==> src/rtl/regfile_pkg.sv <==
// Shared types and sizing for the register-file read stage.
// Included first; every other file imports it.
package regfile_pkg;

  localparam int WIDTH  = 16;
  localparam int DEPTH  = 4;
  localparam int ADDR_W = $clog2(DEPTH);
  localparam int CNT_W  = 8;

  typedef logic [WIDTH-1:0]  word_t;
  typedef logic [ADDR_W-1:0] addr_t;
  typedef logic [CNT_W-1:0]  cnt_t;

  typedef enum logic {
    EMPTY = 1'b0,
    FULL  = 1'b1
  } state_e;

  localparam cnt_t CNT_MAX = '1;

endpackage

==> src/rtl/regfile_if.sv <==
// Write port, read request and operand handshake bundle.
// master drives requests/writes, slave is the read stage.
interface regfile_if;
  import regfile_pkg::*;

  logic  wr_en;
  addr_t wr_addr;
  word_t wr_data;
  logic  req_valid;
  logic  req_ready;
  addr_t rd_addr0;
  addr_t rd_addr1;
  logic  out_valid;
  logic  out_ready;
  word_t reg0;
  word_t reg1;
  logic  same_addr;
  cnt_t  xfer_cnt;

  modport master (
    output wr_en, wr_addr, wr_data,
    output req_valid, rd_addr0, rd_addr1,
    output out_ready,
    input  req_ready, out_valid,
    input  reg0, reg1, same_addr, xfer_cnt
  );

  modport slave (
    input  wr_en, wr_addr, wr_data,
    input  req_valid, rd_addr0, rd_addr1,
    input  out_ready,
    output req_ready, out_valid,
    output reg0, reg1, same_addr, xfer_cnt
  );

endinterface

==> src/rtl/regfile_storage_array.sv <==
// DEPTH x WIDTH register storage, one write port and
// two combinational read ports with write bypass.
module regfile_storage_array
  import regfile_pkg::*;
(
  input  logic  clk,
  input  logic  rst,
  input  logic  wr_en,
  input  addr_t wr_addr,
  input  word_t wr_data,
  input  addr_t rd_addr0,
  input  addr_t rd_addr1,
  output word_t rd_data0,
  output word_t rd_data1
);

  word_t mem_q [DEPTH];
  word_t mem_d [DEPTH];

  always_comb begin
    mem_d = mem_q;
    if (wr_en) begin
      mem_d[wr_addr] = wr_data;
    end
  end

  // Reading the next-state array gives write-to-read bypass for free.
  assign rd_data0 = mem_d[rd_addr0];
  assign rd_data1 = mem_d[rd_addr1];

  always_ff @(posedge clk) begin
    if (rst) begin
      mem_q <= '{default: '0};
    end else begin
      mem_q <= mem_d;
    end
  end

endmodule

==> src/rtl/regfile_read_stage.sv <==
// Register-file read stage: storage, registered operand pair,
// valid/ready output handshake and saturating transfer counter.
module regfile_read_stage
  import regfile_pkg::*;
(
  input  logic       CLK,
  input  logic       RESET,
  regfile_if.slave   bus
);

  state_e state_q, state_d;
  word_t  reg0_q, reg0_d;
  word_t  reg1_q, reg1_d;
  logic   same_q, same_d;
  cnt_t   cnt_q, cnt_d;

  word_t  rd_data0;
  word_t  rd_data1;
  logic   req_ready;
  logic   accept;
  logic   xfer;

  regfile_storage_array u_storage (
    .clk      (CLK),
    .rst      (RESET),
    .wr_en    (bus.wr_en),
    .wr_addr  (bus.wr_addr),
    .wr_data  (bus.wr_data),
    .rd_addr0 (bus.rd_addr0),
    .rd_addr1 (bus.rd_addr1),
    .rd_data0 (rd_data0),
    .rd_data1 (rd_data1)
  );

  assign req_ready = (state_q == EMPTY) || bus.out_ready;
  assign accept    = bus.req_valid && req_ready;
  assign xfer      = (state_q == FULL) && bus.out_ready;

  always_comb begin
    state_d = state_q;
    reg0_d  = reg0_q;
    reg1_d  = reg1_q;
    same_d  = same_q;
    cnt_d   = cnt_q;
    if (xfer && (cnt_q != CNT_MAX)) begin
      cnt_d = cnt_q + 1'b1;
    end
    // Arms are exclusive: a transfer without a request cannot accept.
    unique case (1'b1)
      accept: begin
        state_d = FULL;
        reg0_d  = rd_data0;
        reg1_d  = rd_data1;
        same_d  = (bus.rd_addr0 == bus.rd_addr1);
      end
      (xfer && !bus.req_valid): begin
        state_d = EMPTY;
      end
      default: begin
      end
    endcase
  end

  always_ff @(posedge CLK) begin
    if (RESET) begin
      state_q <= EMPTY;
      reg0_q  <= '0;
      reg1_q  <= '0;
      same_q  <= 1'b0;
      cnt_q   <= '0;
    end else begin
      state_q <= state_d;
      reg0_q  <= reg0_d;
      reg1_q  <= reg1_d;
      same_q  <= same_d;
      cnt_q   <= cnt_d;
    end
  end

  assign bus.req_ready = req_ready;
  assign bus.out_valid = (state_q == FULL);
  assign bus.reg0      = reg0_q;
  assign bus.reg1      = reg1_q;
  assign bus.same_addr = same_q;
  assign bus.xfer_cnt  = cnt_q;

endmodule

==> src/flat_wrapper.sv <==
// flat-port wrapper written by rule: the top's interface ports become plain ports
module regfile_read_stage_flat import regfile_pkg::*;
  (CLK, RESET, bus_wr_en, bus_wr_addr, bus_wr_data, bus_req_valid, bus_rd_addr0, bus_rd_addr1, bus_out_ready, bus_req_ready, bus_out_valid, bus_reg0, bus_reg1, bus_same_addr, bus_xfer_cnt);
  regfile_if bus_i ();
  input  logic CLK;
  input  logic RESET;
  input wire logic [$bits(bus_i.wr_en)-1:0] bus_wr_en;
  input wire logic [$bits(bus_i.wr_addr)-1:0] bus_wr_addr;
  input wire logic [$bits(bus_i.wr_data)-1:0] bus_wr_data;
  input wire logic [$bits(bus_i.req_valid)-1:0] bus_req_valid;
  input wire logic [$bits(bus_i.rd_addr0)-1:0] bus_rd_addr0;
  input wire logic [$bits(bus_i.rd_addr1)-1:0] bus_rd_addr1;
  input wire logic [$bits(bus_i.out_ready)-1:0] bus_out_ready;
  output wire logic [$bits(bus_i.req_ready)-1:0] bus_req_ready;
  output wire logic [$bits(bus_i.out_valid)-1:0] bus_out_valid;
  output wire logic [$bits(bus_i.reg0)-1:0] bus_reg0;
  output wire logic [$bits(bus_i.reg1)-1:0] bus_reg1;
  output wire logic [$bits(bus_i.same_addr)-1:0] bus_same_addr;
  output wire logic [$bits(bus_i.xfer_cnt)-1:0] bus_xfer_cnt;
  assign bus_i.wr_en = bus_wr_en;
  assign bus_i.wr_addr = bus_wr_addr;
  assign bus_i.wr_data = bus_wr_data;
  assign bus_i.req_valid = bus_req_valid;
  assign bus_i.rd_addr0 = bus_rd_addr0;
  assign bus_i.rd_addr1 = bus_rd_addr1;
  assign bus_i.out_ready = bus_out_ready;
  assign bus_req_ready = bus_i.req_ready;
  assign bus_out_valid = bus_i.out_valid;
  assign bus_reg0 = bus_i.reg0;
  assign bus_reg1 = bus_i.reg1;
  assign bus_same_addr = bus_i.same_addr;
  assign bus_xfer_cnt = bus_i.xfer_cnt;
  regfile_read_stage u_core (.CLK(CLK), .RESET(RESET), .bus(bus_i));
endmodule
==> config.mk <==
export PLATFORM = sky130hd
export DESIGN_NAME = regfile_read_stage_flat
export DESIGN_NICKNAME = d
export VERILOG_FILES = /design/src/rtl/regfile_pkg.sv /design/src/rtl/regfile_if.sv /design/src/rtl/regfile_storage_array.sv /design/src/rtl/regfile_read_stage.sv /design/src/flat_wrapper.sv
export SDC_FILE = /design/constraint.sdc
export NUM_CORES = 1
export LEC_CHECK = 0
export BUFFER_PORTS_ARGS = -buffer_cell sky130_fd_sc_hd__buf_2
export CORE_ASPECT_RATIO = 2
export CORE_MARGIN = 2
export CORE_UTILIZATION = 52
export DETAILED_ROUTE_END_ITERATION = 8
export PLACE_DENSITY_LB_ADDON = 0.05
export SLEW_MARGIN = 20
export SYNTH_ARGS = -nofsm -noshare
export SYNTH_HDL_FRONTEND = slang
export SYNTH_SLANG_ARGS = --single-unit
==> constraint.sdc <==
create_clock -name CLK -period 1.3 [get_ports CLK]
set_input_delay 0.065 -clock CLK [delete_from_list [all_inputs] [get_ports CLK]]
set_output_delay 0.065 -clock CLK [all_outputs]
set_load 0.05 [all_outputs]
==> results of run 1 <==
==> through the flow <==
| stage | TNS [ns] | cells |
|---|---|---|
| after floorplan | -2.573 | 646 |
| after global placement | -3.177 | 829 |
| after detailed placement | -3.898 | 829 |
| after CTS | 0 | 846 |
| after global routing | -0.07301 | 848 |
| final | 0 | 848 |
==> cell type report <==
class,count,area (um^2),area share (%)
multi-input cells,466,3304,48.23
clock inverters,5,61.31,0.8948
clock buffers,11,242.7,3.543
flip-flops and latches,106,2141,31.25
repair buffers,117,908.4,13.26
inverters,6,22.52,0.3287
well taps,137,171.4,2.502
==> routing by layer <==
layer  up-vias  wire length [um]  global-route usage [%]
met4         0               211                   9.364
met2       111              7936                   49.42
li1       2418                 -                       -
met1      2407              7059                   36.47
met5         -                 0                       0
met3        15               593                   3.511
==> sequential cells by signal, indices dropped and copies added (netlist names) <==
name / cells
u_core.bus.same_addr: 1
u_core.bus.out_valid: 1
u_core.u_storage.mem_q: 64
u_core.bus.xfer_cnt: 8
u_core.bus.reg0: 16
u_core.bus.reg1: 16
==> critical path, delay by kind of cell (launching register included) <==
kind | cells | cell delay [ns]
simple gates | 3 | 0.46
flops | 1 | 0.36
fa+ha+maj | 1 | 0.16
xor+xnor | 1 | 0.15
==> repair_timing <==
action / 4_1_cts / 5_1_grt
pin swaps: 1 / 4
cloned: 0 / 1
hold buffers: 1 / 0
gates resized for setup: 1 / 19
endpoints found under the hold margin: 1 / 0
buffers inserted: 0 / 1
endpoints found under the setup margin: 15 / 32
==> worst min path at each step <==
stage / end / startpoint / slack (ns)
final: u_core.u_storage.mem_q[30] / bus_wr_data[14] / 0.009
after CTS: u_core.u_storage.mem_q[48] / bus_wr_data[0] / 0.00006
after detailed placement: u_core.bus.out_valid / bus_req_valid / 0.34
after global placement: u_core.bus.out_valid / bus_req_valid / 0.33
after floorplan: u_core.bus.out_valid / bus_req_valid / 0.18
after global routing: u_core.u_storage.mem_q[48] / bus_wr_data[0] / 0.02
==> cell usage after synthesis <==
| cell | count | area share (%) |
|---|---|---|
| a211oi_1 | 61 | 8.4 |
| a211oi_2 | 2 | 0.46 |
| a21oi_1 | 35 | 3.2 |
| a31o_2 | 1 | 0.16 |
| a31oi_1 | 3 | 0.34 |
| and2_1 | 22 | 2.5 |
| and3_1 | 3 | 0.34 |
| and3b_1 | 1 | 0.16 |
| and4_1 | 2 | 0.32 |
| buf_1 | 1 | 0.069 |
| buf_12 | 1 | 0.37 |
| buf_2 | 11 | 1.0 |
| buf_4 | 8 | 1.1 |
| buf_6 | 2 | 0.41 |
| clkbuf_1 | 46 | 3.2 |
| dfxtp_1 | 106 | 39 |
| ha_1 | 1 | 0.23 |
| inv_1 | 6 | 0.41 |
| mux2_2 | 10 | 2.1 |
| mux2_4 | 9 | 2.5 |
| mux2i_1 | 46 | 8.4 |
| nand2_1 | 124 | 8.5 |
| nand2b_1 | 4 | 0.46 |
| nand3_1 | 5 | 0.46 |
| nand4_1 | 3 | 0.34 |
| nand4bb_1 | 2 | 0.41 |
| nor2_1 | 24 | 1.7 |
| nor2b_1 | 31 | 3.6 |
| nor3_1 | 29 | 2.7 |
| o211ai_1 | 1 | 0.14 |
| o211ai_2 | 2 | 0.46 |
| o21a_1 | 2 | 0.28 |
| o21ai_0 | 3 | 0.28 |
| o221ai_1 | 32 | 5.1 |
| xnor2_1 | 3 | 0.48 |
| xor2_1 | 4 | 0.64 |
==> cell families after synthesis <==
| family | Yosys count | synth area share [%] |
|---|---|---|
| adders and majority gates | 1 | 0.2292 |
| xor gates and xnor gates | 7 | 1.123 |
| muxes | 65 | 12.98 |
| and+or+nand+nor | 250 | 21.41 |
| buffers and inverters | 75 | 6.534 |
| AOI/OAI and AO/OA | 142 | 18.84 |
| DFF | 106 | 38.88 |
==> report_power, final <==
| part | switching [mW] | internal (mW) |
|---|---|---|
| Clock | 1.27 | 1.56 |
| Sequential | 0.110 | 3.40 |
| Combinational | 0.982 | 0.564 |
| Total | 2.36 | 5.52 |
==> impl_metrics.env, run 1 <==
export IMPL_status="complete, no violations"
export IMPL_synth_nets=674
export IMPL_first_pass_iters=5
export IMPL_cts_buffer_depth=2
export IMPL_ff2ff_setup_slack_ns=0.05
export IMPL_skew_ns=0.008752
export IMPL_slowest_stage="dfxtp_4"
export IMPL_cts_made_buffers=9
export IMPL_critPathLaunch="u_core.bus.xfer_cnt[1]"
export IMPL_final_common_cell="nand2_1"
export IMPL_start_util_pct=52.76
export IMPL_dp_slack_ns=-0.1456
export IMPL_place_area_mm2=0.006421
export IMPL_critPathArrivalTime_ns=1.48
export IMPL_slew_viol_final=0
export IMPL_cp_cell_sequence="ha_4, and4_4, nor3_1, xnor2_1, nor2_1"
export IMPL_path_class="reg2reg"
export IMPL_grt_overflow_total=0
export IMPL_timing_final_ws_setup_ns=0.05193
export IMPL_whs_path_depth=3
export IMPL_ir_drop_mv=0.8437
export IMPL_fin_crit_sh_pct=96.01
export IMPL_drc=0
export IMPL_yosys_warnings=0
export IMPL_end_kind="flip-flop"
export IMPL_antenna_cells=0
export IMPL_wl_per_cell_um=18.63
export IMPL_synth_seq_area_share_pct=38.88
export IMPL_grt_setup_unrepaired="yes"
export IMPL_nets=734
export IMPL_hold_slack_ns=0.008575
export IMPL_yosysUniqueCellTypes=36
export IMPL_routabilityCongestion=0.8331
export IMPL_grt_pass1_wl_um=25210
export IMPL_clock_sinks=106
export IMPL_hold_violations=0
export IMPL_die_area_mm2=0.01138
export IMPL_final_area_mm2=0.006852
export IMPL_root_buffer="clkbuf_16"
export IMPL_post_route_util_pct=66.23
export IMPL_ys_ff_latch=106
export IMPL_timing_rr_start="u_core.bus.xfer_cnt[1]"
export IMPL_crit_end="u_core.bus.xfer_cnt[6]"
export IMPL_vias=4951
export IMPL_dr_first_iter_drc_count=390
export IMPL_power_mw=7.879
export IMPL_fill_cells=910
export IMPL_htree_levels=3
export IMPL_syn_area_mm2=0.005458
export IMPL_die_w_um=76.44
export IMPL_place_hpwl_um=10230
export IMPL_most_common_layout_cells="nand2_1, dfxtp_1, buf_2, a211oi_1, mux2i_1"
export IMPL_ant_nets=0
export IMPL_worstPathRequired_ns=1.53
export IMPL_slew_headroom_pct=75.82
export IMPL_cts_tree="built"
export IMPL_critPathLaunchType="flip-flop"
export IMPL_slowest_delay_ns=0.36
export IMPL_drive_above_1_share_pct=31.08
export IMPL_setup_viol=0
export IMPL_clk_pin_slew_ns=0.08
export IMPL_min_period_ns=1.248
export IMPL_grt_pass1_vias=4742
export IMPL_fp_dieH_um=148.9
export IMPL_cap_violations=0
export IMPL_area_delta_synth_final_pct=25.54
export IMPL_grt_max_degree=39
export IMPL_ios=70
export IMPL_totalWireLength_um=15800
export IMPL_r2r_end="u_core.bus.xfer_cnt[6]"
export IMPL_leakage_nw=2.566
export IMPL_clk_latency_ns=0.35
export IMPL_tightest_slew_ns=0.3627
export IMPL_syn_avg_cell_area_um2=8.449
export IMPL_grt_use_total_pct=28.43
export IMPL_num_rows=53
export IMPL_avgViaCountPerCell=5.838
export IMPL_port_buffers=69
export IMPL_crit_path_max_fanout=4
export IMPL_coreArea_mm2=0.01034
export IMPL_power_density_mw_per_mm2=1150
export IMPL_hold_class="in2reg"
export IMPL_antenna_found_initial=0
export IMPL_syn_inst=646
export IMPL_fmax_mhz=801.2
export IMPL_rr_worst_depth=5
No activity file was read; power rests on OpenSTA's default activity.
==> run 2: changes to the inputs <==
Settings changed: CORE_UTILIZATION 52 to 58.
Clock period 1.3 ns to 1.24 ns, I/O delays scaled along.
==> impl_metrics.env, run 2 (same netlist as run 1, synthesis figures left out) <==
export IMPL_status="complete, but fails checks"
export IMPL_violations="negative setup slack"
export IMPL_timing_final_ws_setup_ns=-0.1586
export IMPL_grt_pass1_wl_um=26500
export IMPL_grt_max_degree=56
export IMPL_clk_pin_slew_ns=0.07
export IMPL_coreArea_mm2=0.009259
export IMPL_ios=70
export IMPL_drive_above_1_share_pct=38.81
export IMPL_start_util_pct=58.95
export IMPL_area_delta_synth_final_pct=33.98
export IMPL_largest_register="u_core.u_storage.mem_q"
export IMPL_dp_slack_ns=-0.2082
export IMPL_slowest_delay_ns=0.39
export IMPL_critPathLaunch="u_core.bus.out_valid"
export IMPL_fill_cells=628
export IMPL_crit_path_max_fanout=16
export IMPL_grt_overflow_total=0
export IMPL_timing_rr_start="u_core.bus.out_valid"
export IMPL_fp_dieH_um=141.2
export IMPL_slew_headroom_pct=55.88
export IMPL_routabilityCongestion=0.8458
export IMPL_critPathArrivalTime_ns=1.64
export IMPL_cts_tree="built"
export IMPL_multiInputGateArea_mm2=0.003655
export IMPL_first_pass_iters=5
export IMPL_worst_path_dominant_cell_family="compound AO/OA/AOI/OAI gates"
export IMPL_vias=5263
export IMPL_port_buffers=69
export IMPL_largest_reg_flops=64
export IMPL_avgViaCountPerCell=6.341
export IMPL_clk_latency_ns=0.35
export IMPL_die_area_mm2=0.01025
export IMPL_hold_class="in2reg"
export IMPL_nets=747
export IMPL_drc=0
export IMPL_wl_per_cell_um=21.38
export IMPL_final_common_cell="nand2_1"
export IMPL_root_buffer="clkbuf_16"
export IMPL_critPathBufInv=1
export IMPL_grt_setup_unrepaired="yes"
export IMPL_path_class="reg2reg"
export IMPL_skew_ns=0.007688
export IMPL_tightest_slew_ns=0.6618
export IMPL_cap_violations=0
export IMPL_dr_first_iter_drc_count=427
export IMPL_power_density_mw_per_mm2=1190
export IMPL_grt_pass1_vias=5248
export IMPL_cp_cell_sequence="nand2b_4, nand4bb_1, buf_12, o221ai_1, a211oi_1"
export IMPL_cts_buffer_depth=2
export IMPL_totalWireLength_um=17740
export IMPL_most_common_layout_cells="nand2_1, dfxtp_1, buf_2, mux2i_1, buf_4"
export IMPL_clock_sinks=106
export IMPL_critPathLaunchType="flip-flop"
export IMPL_worstHoldStart="bus_wr_data[15]"
export IMPL_place_inst=804
export IMPL_num_rows=50
export IMPL_htree_levels=3
export IMPL_grt_use_total_pct=33.72
export IMPL_hold_violations=0
export IMPL_die_w_um=72.59
export IMPL_min_period_ns=1.399
export IMPL_leakage_nw=2.751
export IMPL_slew_viol_final=0
export IMPL_antenna_found_initial=2
export IMPL_place_hpwl_um=11190
export IMPL_end_kind="flip-flop"
export IMPL_fmax_mhz=715.0
export IMPL_setup_viol=26
export IMPL_post_route_util_pct=78.97
export IMPL_cts_made_buffers=9
export IMPL_fin_crit_sh_pct=112.8
export IMPL_area_sequential_mm2=0.002148
export IMPL_slowest_stage="dfxtp_4"
export IMPL_instances_no_fill=830
export IMPL_ir_drop_mv=1.044
export IMPL_worstPathRequired_ns=1.48
export IMPL_ant_nets=0
[run 2: cell types whose count changed in the layout (fill, tap and decap cells not counted), sizes merged, moves of 2 or more]
cell,before,now
clkinvlp,3,0
diode,0,2
clkbuf,11,13
buf,116,126
[run 2: layout make-up]
type	count	share of cell area [%]
Antenna cell	2	0.06845
Clock buffer	11	3.474
Clock inverter	5	1.146
Inverter	6	0.3080
Multi-Input combinational cell	466	49.98
Sequential cell	106	29.38
Tap cell	104	1.780
Timing Repair Buffer	130	13.86
[run 2: where the power goes]
part	leakage, nW	internal, mW	switching, mW
clock network	0.166	1.91	1.31
registers	0.872	3.56	0.128
logic	1.71	0.659	1.14
total	2.75	6.12	2.58
[run 2: stage by stage]
step                      total power, mW  hold WS (ns)  setup TNS [ns]  area (um^2)
final                               8.698       0.02623         -0.7789         7312
after global routing                8.953       0.04226          -2.738         7312
after CTS                           8.532       0.02658         -0.1752         6938
after detailed placement            5.319        0.3262          -6.179         6417
after global placement              5.279        0.3110          -4.920         6417
after floorplan                     4.850        0.1811          -4.708         5788
[run 2: repair_timing]
action	4_1_cts	5_1_grt
setup buffers	2	1
cloned	0	3
hold buffers	2	0
resized for setup	31	52
endpoints found under the hold margin	3	0
endpoints found under the setup margin	29	39
pin swaps	4	6
[run 2: worst paths after layout]
check	cells past startpoint	to	slack, ns
setup reg to reg	5	u_core.bus.reg1[0]	-0.16
hold reg to reg	2	u_core.u_storage.mem_q[55]	0.46
setup / recovery	5	u_core.bus.reg1[0]	-0.16
hold / removal	3	u_core.u_storage.mem_q[63]	0.03
[run 2: layer usage]
layer	track usage (%)	routed length (um)
met1	36.58	6409
met3	5.289	915
met2	60.29	9655
met4	18.42	761
met5	0	0
[run 2: worst register-to-register path, cell delays in order (launching register included)]
cell and delay [ns]:
dfxtp_4 0.39, nand2b_4 0.10, nand4bb_1 0.16, buf_12 0.20, o221ai_1 0.17, a211oi_1 0.28
==> run 3: changes to the inputs <==
Settings changed: CELL_PAD_IN_SITES_DETAIL_PLACEMENT set to 1, CELL_PAD_IN_SITES_GLOBAL_PLACEMENT set to 2, CORE_UTILIZATION 58 to 35.
==> impl_metrics.env, run 3 (same netlist as run 1, synthesis figures left out) <==
export IMPL_most_common_layout_cells="nand2_1, dfxtp_1, buf_2, buf_4, mux2i_1"
export IMPL_power_density_mw_per_mm2=1099
export IMPL_grt_max_degree=36
export IMPL_top_layer_used="met4"
export IMPL_drive_above_1_share_pct=40.89
export IMPL_grt_pass1_vias=5593
export IMPL_timing_final_ws_setup_ns=-0.08192
export IMPL_slowest_delay_ns=0.38
export IMPL_antenna_found_initial=0
export IMPL_port_buffers=69
export IMPL_switching_power_mw=2.719
export IMPL_r2r_end="u_core.bus.reg0[15]"
export IMPL_fill_cells=1759
export IMPL_cts_made_buffers=9
export IMPL_start_util_pct=35.68
export IMPL_instances_no_fill=939
export IMPL_worstHoldStart="bus_wr_data[15]"
export IMPL_critPathLaunchType="flip-flop"
export IMPL_combinationalPowerShare_pct=22.1
export IMPL_largest_reg_flops=64
export IMPL_clkPwrFrac_pct=33.6
export IMPL_timing_rr_start="u_core.bus.out_valid"
export IMPL_crit_path_max_fanout=14
export IMPL_hold_violations=0
export IMPL_grt_pass1_wl_um=31730
export IMPL_ff2ff_setup_slack_ns=-0.08
export IMPL_nets=764
export IMPL_setup_viol=34
export IMPL_hold_class="in2reg"
export IMPL_crit_cells=5
export IMPL_routabilityCongestion=0.7754
export IMPL_final_area_mm2=0.007596
export IMPL_place_area_mm2=0.006613
export IMPL_wl_per_cell_um=22.03
export IMPL_grt_use_total_pct=24.82
export IMPL_num_rows=64
export IMPL_p_int_mw=5.633
export IMPL_status="complete, but fails checks"
export IMPL_leakage_nw=2.835
export IMPL_wl_met2_um=11480
export IMPL_avgViaCountPerCell=5.565
export IMPL_clock_sinks=106
export IMPL_area_delta_synth_final_pct=39.18
export IMPL_dr_first_iter_drc_count=178
export IMPL_root_buffer="clkbuf_16"
export IMPL_fmax_mhz=756.5
export IMPL_power_mw=8.351
export IMPL_whs_path_depth=3
export IMPL_cts_buffer_depth=2
export IMPL_dp_slack_ns=-0.2716
export IMPL_worst_path_dominant_cell_family="simple AND/OR/NAND/NOR gates"
export IMPL_ios=70
export IMPL_final_common_cell="nand2_1"
export IMPL_die_w_um=92.30
export IMPL_fin_crit_sh_pct=106.6
export IMPL_slew_viol_final=0
export IMPL_clk_pin_slew_ns=0.08
export IMPL_critPathBufInv=1
export IMPL_end_kind="flip-flop"
export IMPL_cts_tree="built"
export IMPL_slowest_stage="dfxtp_4"
export IMPL_min_to="u_core.u_storage.mem_q[31]"
export IMPL_skew_ns=0.008101
export IMPL_cp_cell_sequence="nand2b_4, and2_4, buf_12, o221ai_2, nor3_2"
export IMPL_met3_length_um=518
export IMPL_vias=5226
export IMPL_largest_register="u_core.u_storage.mem_q"
export IMPL_drc=0
export IMPL_place_hpwl_um=13950
export IMPL_rr_worst_depth=5
export IMPL_cap_violations=0
export IMPL_grt_setup_unrepaired="yes"
export IMPL_seq_power_share_pct=44.2
export IMPL_place_inst=905
export IMPL_totalWireLength_um=20690
export IMPL_first_pass_iters=4
export IMPL_ant_nets=0
export IMPL_clk_latency_ns=0.36
export IMPL_antenna_cells=0
export IMPL_swShare_pct=32.55
export IMPL_coreArea_mm2=0.01529
export IMPL_worstPathRequired_ns=1.52
export IMPL_path_class="reg2reg"
export IMPL_ir_drop_mv=0.6251
export IMPL_slew_headroom_pct=72.78
export IMPL_die_area_mm2=0.01667
export IMPL_htree_levels=3
export IMPL_fp_dieH_um=180.6
export IMPL_tightest_slew_ns=0.4083
export IMPL_met1_length_um=7897
export IMPL_min_period_ns=1.322
export IMPL_post_route_util_pct=49.66
export IMPL_critPathArrivalTime_ns=1.60
export IMPL_violations="negative setup slack"
export IMPL_grt_overflow_total=0
[run 3: cell count changes in the layout (fill, tap and decap cells not counted), sizes merged]
cell / previous run / this run
buf: 126 / 144
clkbuf: 13 / 10
diode: 2 / 0
clkinv: 1 / 3
bufinv: 2 / 0
inv: 8 / 10
[run 3: worst reg2reg max path, stage by stage, from the launching register on]
cell and delay (ns):
dfxtp_4 0.38, nand2b_4 0.14, and2_4 0.24, buf_12 0.19, o221ai_2 0.12, nor3_2 0.17
[run 3: worst max path at each step]
stage	from	to	slack, ns
global route	u_core.bus.xfer_cnt[1]	u_core.bus.xfer_cnt[1]	-0.13
global placement	bus_wr_addr[1]	u_core.bus.reg0[6]	-0.24
floorplan	u_core.bus.out_valid	u_core.bus.reg1[14]	-0.15
finish	u_core.bus.out_valid	u_core.bus.reg0[15]	-0.08
detailed placement	bus_wr_addr[1]	u_core.bus.reg1[4]	-0.27
CTS	u_core.bus.out_valid	u_core.bus.reg1[2]	-0.06
[run 3: layout make-up]
class,count,area (um^2),share of cell area (%)
Sequential cell,106,2148,28.28
Clock buffer,9,225.2,2.965
Multi-Input combinational cell,466,3684,48.49
Inverter,6,22.52,0.2965
Tap cell,198,247.7,3.261
Timing Repair Buffer,147,1217,16.03
Clock inverter,7,51.30,0.6753
[run 3: power groups by stage]
stage	Combinational (mW)	Clock, mW	Sequential (mW)
after floorplan	0.810	0	4.04
after global placement	1.61	0	3.76
after detailed placement	1.65	0	3.76
after CTS	1.77	2.87	3.69
after global routing	1.96	2.99	3.71
final	1.85	2.81	3.69
[run 3: repair_timing]
action                                 4_1_cts  5_1_grt
setup buffers                                8        5
hold buffers                                 2        0
cloned                                       3        0
pin swaps                                   28       11
endpoints found under the hold margin        3        0
setup endpoints to repair                   35       41
resized for setup                           50       46
[run 3: metal layers]
metal,GRT usage [%],up-vias
met4,10.45,0
met1,26.32,2613
met2,47.45,105
met3,3.430,45
met5,0,-
li1,-,2463
[run 3: stage by stage]
step,TNS (ns),hold slack [ns]
floorplan,-4.708,0.1811
CTS,-0.9109,0.02203
detailed placement,-8.511,0.3465
finish,-1.396,0.03909
global placement,-6.343,0.3126
global route,-3.144,0.03937
